<file path="src/rtl/cnt_debounce_demux.sv">
// Free-running counter, 1-to-N registered demux and a symmetric input debouncer, all independent.
// Every output is registered with one cycle of latency, and the block never applies backpressure.
module cnt_debounce_demux #(
    parameter int N    = 4,
    parameter int DB_N = 4
) (
    input  logic                 clk,
    input  logic                 rst,
    input  logic                 cnt_en,
    output logic [N-1:0]         cnt_count,
    input  logic                 dmx_data_i,
    input  logic [$clog2(N)-1:0] dmx_sel_i,
    output logic [N-1:0]         dmx_data_o,
    input  logic                 db_sig_i,
    output logic                 db_sig_o
);

    localparam int            CW      = $clog2(DB_N) + 1;
    localparam logic [CW-1:0] DB_LAST = CW'(DB_N - 1);

    logic [CW-1:0] db_cnt;
    logic [N-1:0]  dmx_next;

    // Counter: natural wrap of the N-bit adder gives the modulo-2^N behaviour.
    always_ff @(posedge clk or negedge rst) begin
        if (!rst) begin
            cnt_count <= '0;
        end else if (cnt_en) begin
            cnt_count <= cnt_count + N'(1);
        end
    end

    // Demux: every bit is rewritten each cycle, so a deselected position clears on the same edge.
    always_comb begin
        dmx_next            = '0;
        dmx_next[dmx_sel_i] = dmx_data_i;
    end

    always_ff @(posedge clk or negedge rst) begin
        if (!rst) begin
            dmx_data_o <= '0;
        end else begin
            dmx_data_o <= dmx_next;
        end
    end

    // Debounce: the output flips on the DB_N-th consecutive mismatching edge; any match restarts the count.
    always_ff @(posedge clk or negedge rst) begin
        if (!rst) begin
            db_cnt   <= '0;
            db_sig_o <= 1'b0;
        end else if (db_sig_i == db_sig_o) begin
            db_cnt <= '0;
        end else if (db_cnt == DB_LAST) begin
            db_sig_o <= db_sig_i;
            db_cnt   <= '0;
        end else begin
            db_cnt <= db_cnt + CW'(1);
        end
    end

endmodule

</file>
<file path="config.mk">
export PLATFORM = sky130hd
export DESIGN_NAME = cnt_debounce_demux
export DESIGN_NICKNAME = d
export VERILOG_FILES = /design/src/rtl/cnt_debounce_demux.sv
export SDC_FILE = /design/constraint.sdc
export NUM_CORES = 1
export LEC_CHECK = 0
export CAP_MARGIN = 25
export CORE_AREA = 2 2 39 41
export CTS_CLUSTER_DIAMETER = 80
export CTS_CLUSTER_SIZE = 24
export DETAILED_ROUTE_END_ITERATION = 12
export DIE_AREA = 0 0 41 43
export GPL_ROUTABILITY_DRIVEN = 0
export PLACE_DENSITY = 0.66
export RECOVER_POWER = 25
export SETUP_SLACK_MARGIN = 0.4
export SLEW_MARGIN = 15
export SYNTH_ARGS = -nofsm -noshare
export SYNTH_HDL_FRONTEND = slang
export SYNTH_SLANG_ARGS = --single-unit
</file>
<file path="constraint.sdc">
create_clock -name clk -period 1.5 [get_ports clk]
set_clock_uncertainty 0.1 [all_clocks]
set_input_delay 0.225 -clock clk [delete_from_list [all_inputs] [get_ports clk]]
set_output_delay 0.225 -clock clk [all_outputs]
set_load 0.01 [all_outputs]
</file>
==> flow_summary.ini, run 1 <==
[status]
status = finished, final reports clean

[setup_path]
slowest_delay_ns = 0.35
path_buf_inv = 0
crit_end = db_sig_o$_DFFE_PN0P_
r2r_slack_ns = 0.30
worst_setup_path_end_kind = flop
r2r_start = db_cnt[0]$_DFF_PN0_
crit_fanout = 2
criticalPathCategory = reg -> reg
path_delay_family = flip-flops
startpoint_type = flop
critical_path_required_ns = 1.54
worstPathArrival_ns = 1.24
crit_chain = ha_2 -> nor2b_4 -> mux2_4
critPathLaunch = db_cnt[0]$_DFF_PN0_
rr_worst_depth = 3
r2r_end = db_sig_o$_DFFE_PN0P_
path_depth = 3
slowest_stage = dfrtp_1

[placed_design]
io_buffer_count = 15
place_inst = 63
placed_area_sq_um = 649
dpl.hpwl_um = 577

[sta]
slew_headroom = 0.599
drv_slew = 0
finalHoldViolCount = 0
max_freq_mhz = 833
setup_viol = 0
fin_crit_sh = 0.800
rsz0062_at_grt = yes
tightest_slew_ns = 0.602
fin_setup_tns_ns = 0
min_period_ns = 1.20

[yosys]
ys_ff_latch = 12
synth_cells = 31
post-synth-top-area-fraction = 0.640
yosysUniqueCellTypes = 16
ys_warn_count = 0
synth-seq-area-share = 0.640
avgSynthCellArea_sq_um = 15.1
synthTopCellsByArea = dfrtp_1, xnor2_1, ha_1, mux2_4, nor2b_4
synth.cell_area_sq_um = 469
synth_top_area_cell = dfrtp_1
synth_nets = 40

[clock_network]
clock-sinks = 12
path_clk_slew_ns = 0.07
ctsHtreeMaxLevel = 1
cts_tree = yes
clock_latency_ns = 0.26
cts_buffer_depth = 2
cts_made_buffers = 3
root_buffer = clkbuf_4

[power]
seqPwrFrac = 0.379
switchingPower_uw = 379
finalPower_mw = 1.25
power_frac_clock = 0.144
sw_frac_of_total = 0.302
p_int_uw = 875
powerDensity_mw_per_mm2 = 1720
p_leak_nw = 0.359
ir_worst_vdd_uv = 976
power_frac_comb = 0.477

[route]
antenna_left = 0
routed_wirelength_um = 860
detail_route.vias_per_cell = 4.46
wire_per_inst_um = 11.6
drc = 0
drt-initial-drc-count = 1
num_vias = 330
drt-pass1-iter-count = 2

[min_path]
min_path_type = in -> async

[layout]
final_area_sq_um = 731
final_cells = 74
nets = 69
area_delta_synth_final_pct = 55.7
fill_cells = 133
ff_latch_area_sq_um = 300
n_antenna_cell = 0
multi_input_area_sq_um = 200
drive_gt1_frac = 0.466

[floorplan]
dieArea_sq_mm = 0.00176
num_rows = 14
die_w_um = 41
io_pins = 16
coreArea_sq_mm = 0.00138
die_h_um = 43
initial_core_util = 0.339

[global_route]
grt_max_degree = 13
grt_overflow = 0
track_usage = 0.138
grt_pass1_wl_um = 1550
grt_pass1_vias = 373
antenna_found_initial = 0

[flow_run]
maxCapViolCount = 0
## metrics by stage
| step | setup slack (ns) | hold WS (ns) | utilization |
|---|---|---|---|
| 6_report | 0.300 | 0.384 | 0.528 |
| 5_1_grt | 0.259 | 0.458 | 0.528 |
| 4_1_cts | 0.292 | 0.167 | 0.491 |
| 3_5_place_dp | 0.152 | 0.351 | 0.469 |
| 3_3_place_gp | 0.166 | 0.348 | 0.469 |
| 2_1_floorplan | 0.307 | -0.171 | - |
## what timing repair did
item / in CTS / in global routing
endpoints found under the hold margin: 0 / 0
hold buffers: 0 / 0
pin swaps: 2 / 2
setup endpoints to repair: 11 / 14
resized for setup: 36 / 7
cloned: 0 / 0
buffers inserted: 7 / 1
## state kept, by name, indices dropped and copies added, names as in the netlist
name and cells:
cnt_count 4, dmx_data_o 4, db_cnt 3, db_sig_o 1
## how the worst min path moves through the flow
stage,start,endpoint,slack (ns),cells after the start
after detailed placement,db_cnt[0]$_DFF_PN0_,db_cnt[0]$_DFF_PN0_,0.35,1
after CTS,rst,db_cnt[2]$_DFF_PN0_,0.17,2
after global placement,db_cnt[0]$_DFF_PN0_,db_cnt[0]$_DFF_PN0_,0.35,1
final,rst,db_cnt[2]$_DFF_PN0_,0.38,2
after global routing,rst,cnt_count[3]$_DFFE_PN0P_,0.46,2
after floorplan,rst,cnt_count[0]$_DFFE_PN0P_,-0.17,0
## cell usage after synthesis (all sizes together)
cell type and n:
and3 1, nor3b 2, dfrtp 12, nand2 2
xor2 1, nor3 1, nand4 1, nor2 1
mux2 2, xnor2 3, nor2b 2, and3b 1
ha 2
## power groups by stage
stage,combinational [mW],clock [mW],sequential [mW]
detailed placement,0.412,0,0.510
floorplan,0.176,0,0.533
finish,0.599,0.180,0.475
global route,0.667,0.210,0.492
global placement,0.410,0,0.506
CTS,0.479,0.191,0.477
## cells in the final DEF, fill, tap and decap left out, drive strengths merged
cell type / netlist / routed
and3: 1 / 1
and3b: 1 / 1
buf: 0 / 17
clkbuf: 0 / 4
clkdlybuf4s50: 0 / 5
dfrtp: 12 / 12
dlygate4sd3: 0 / 1
ha: 2 / 2
mux2: 2 / 2
nand2: 2 / 2
nand4: 1 / 1
nor2: 1 / 1
nor2b: 2 / 2
nor3: 1 / 1
nor3b: 2 / 2
xnor2: 3 / 3
xor2: 1 / 1
## area by class of cell
cell class	instances	share of cell area
multi-input combinational	19	0.274
tap	16	0.0274
clock buffer	3	0.0308
sequential	12	0.411
timing repair buffer	24	0.257
## per-layer routing
metal / global-route usage / vias up / routed length, um
met4: 0.0800 / 0 / 10
met2: 0.197 / 9 / 468
met3: 0.0628 / 2 / 61
met5: 0 / - / 0
met1: 0.164 / 159 / 320
li1: - / 160 / -
## kinds of logic (layout without fill, tap and decap cells)
| group | count (synthesis) | in the layout | share of synthesized area |
|---|---|---|---|
| buf+inv | 0 | 27 | 0 |
| xor+xnor | 4 | 4 | 0.0747 |
| simple gates | 11 | 11 | 0.176 |
| mux | 2 | 2 | 0.0560 |
| fa+ha+maj | 2 | 2 | 0.0533 |
| flops | 12 | 12 | 0.640 |
(Power assumes the default switching activity.)
==> run 2, diff against run 1 <==
--- a/config.mk
+++ b/config.mk
@@ -12,7 +12,7 @@
 export DETAILED_ROUTE_END_ITERATION = 12
 export DIE_AREA = 0 0 41 43
 export GPL_ROUTABILITY_DRIVEN = 0
-export PLACE_DENSITY = 0.66
+export PLACE_DENSITY = 0.68
 export RECOVER_POWER = 25
 export SETUP_SLACK_MARGIN = 0.4
 export SLEW_MARGIN = 15
==> constraint.sdc (replaced) <==
create_clock -name clk -period 1.1 [get_ports clk]
set_clock_uncertainty 0.1 [all_clocks]
set_input_delay 0.165 -clock clk [delete_from_list [all_inputs] [get_ports clk]]
set_output_delay 0.165 -clock clk [all_outputs]
set_load 0.01 [all_outputs]
==> run 2 against run 1 <==
The flow now finishes with violations (negative setup slack). Worst setup slack lost 0.39 ns. Sequential share of layout area shrank 2.6 points. Sequential cell count is the same. Clock power grew 40%. Clock-buffer cell count is the same. Wire length shrank 7.7%. Maximum frequency grew 1.0%. Die area is the same. Register-to-register slack lost 0.39 ns. Hold slack lost 0.22 ns. Largest cell class unchanged. Largest power group unchanged.
==> flow_summary.ini, run 2 (same netlist as run 1, synthesis figures left out) <==
[power]
seqPwrFrac = 0.372
switchingPower_uw = 570
power_frac_clock = 0.136
p_leak_nw = 0.377
sw_frac_of_total = 0.307
ir_worst_vdd_uv = 964
p_int_mw = 1.29
power_frac_comb = 0.492
powerDensity_mw_per_mm2 = 2380
finalPower_mw = 1.86

[route]
num_vias = 337
drt-initial-drc-count = 2
antenna_left = 0
detail_route.vias_per_cell = 4.49
wire_per_inst_um = 10.6
routed_wirelength_um = 794
drc = 0
drt-pass1-iter-count = 2

[status]
violations = negative setup slack
status = finished with violations

[setup_path]
startpoint_type = flop
worstPathArrival_ns = 1.24
r2r_slack_ns = -0.09
criticalPathCategory = reg -> reg
critical_path_required_ns = 1.15
path_delay_family = flip-flops
slowest_stage = dfrtp_1
crit_chain = ha_4 -> nor2b_4 -> mux2_4
worst_setup_path_end_kind = flop
path_buf_inv = 0
slowest_delay_ns = 0.41
crit_fanout = 2

[clock_network]
path_clk_slew_ns = 0.07
cts_buffer_depth = 2
ctsHtreeMaxLevel = 1
clock_latency_ns = 0.26
hold_buffers = 0
clock-sinks = 12
cts_tree = yes
cts_made_buffers = 3
root_buffer = clkbuf_4

[sta]
setup_viol = 4
fin_crit_sh = 1.08
max_freq_mhz = 842
setup_slack_ns = -0.0877
drv_slew = 0
holdWs_ns = 0.168
fin_setup_tns_ns = -0.119
slew_headroom = 0.591
min_period_ns = 1.19
tightest_slew_ns = 0.614
finalHoldViolCount = 0
rsz0062_at_grt = yes

[layout]
final_common_cell = dfrtp_1
n_antenna_cell = 0
final_cell_mix = dfrtp_1, buf_2, buf_6, buf_4
fill_cells = 123
ff_latch_area_sq_um = 300
reg_top3 = cnt_count (4), dmx_data_o (4), db_cnt (3)
nets = 70
drive_gt1_frac = 0.542
area_delta_synth_final_pct = 66.1
multi_input_area_sq_um = 234

[placed_design]
dpl.hpwl_um = 575
dp_worst_setup_slack_ns = -0.181
io_buffer_count = 15

[global_route]
grt_overflow = 0
track_usage = 0.123
grt_pass1_vias = 325
antenna_found_initial = 0
grt_pass1_wl_um = 1390
grt_max_degree = 13

[floorplan]
die_h_um = 43
io_pins = 16
coreArea_sq_mm = 0.00138
num_rows = 14
dieArea_sq_mm = 0.00176
die_w_um = 41
initial_core_util = 0.339

[min_path]
min_path_type = in -> reg

[flow_run]
maxCapViolCount = 0
## run 2: area by class of cell
type	instances	area share
flip-flops and latches	12	0.385
multi-input cells	19	0.300
repair buffers	25	0.260
well taps	16	0.0257
clock buffers	3	0.0289
## run 2: repair_timing
item,CTS,global route
endpoints found under the setup margin,21,17
gates resized for setup,47,5
buffers inserted,2,0
pin swaps,4,1
## run 2: per-stage QoR
step	area, sq um	utilization	instances
after CTS	748	0.541	75
after floorplan	489	-	31
after global routing	779	0.563	75
final	779	0.563	75
after global placement	719	0.520	70
after detailed placement	719	0.520	70
## run 2: power groups by stage
stage,clock [mW],combinational (mW),sequential (mW)
after global placement,0,0.748,0.667
after floorplan,0,0.255,0.745
after CTS,0.263,0.844,0.666
after detailed placement,0,0.767,0.674
after global routing,0.287,1.03,0.707
final,0.252,0.914,0.690
## run 2: final timing paths
kind                                               start                  endpoint  cells past startpoint
worst max-delay path                 db_cnt[0]$_DFF_PN0_      db_sig_o$_DFFE_PN0P_                      3
worst min-delay path                        dmx_sel_i[1]   dmx_data_o[0]$_DFF_PN0_                      2
worst max register to register       db_cnt[0]$_DFF_PN0_      db_sig_o$_DFFE_PN0P_                      3
worst min register to register  cnt_count[3]$_DFFE_PN0P_  cnt_count[3]$_DFFE_PN0P_                      2
max in group asynchronous                            rst       db_cnt[0]$_DFF_PN0_                      2
min in group asynchronous                            rst      db_sig_o$_DFFE_PN0P_                      2
## run 2: layer usage
| layer | global-route usage | part of all wire | vias to the layer above | routed length [um] |
|---|---|---|---|---|
| li1 | - | - | 162 | - |
| met1 | 0.146 | 0.37 | 162 | 295 |
| met2 | 0.172 | 0.53 | 13 | 418 |
| met3 | 0.105 | 0.10 | 0 | 80 |
| met4 | 0.0200 | 0 | 0 | 0 |
| met5 | 0 | 0 | - | 0 |
==> run 3, diff against run 2 <==
--- a/config.mk
+++ b/config.mk
@@ -5,7 +5,7 @@
 export SDC_FILE = /design/constraint.sdc
 export NUM_CORES = 1
 export LEC_CHECK = 0
-export CAP_MARGIN = 25
+export ABC_CLOCK_PERIOD_IN_PS = 1100
 export CORE_AREA = 2 2 39 41
 export CTS_CLUSTER_DIAMETER = 80
 export CTS_CLUSTER_SIZE = 24
==> results of run 3 <==
Same layout as run 2: the final DEF is identical, and so are final timing and power.
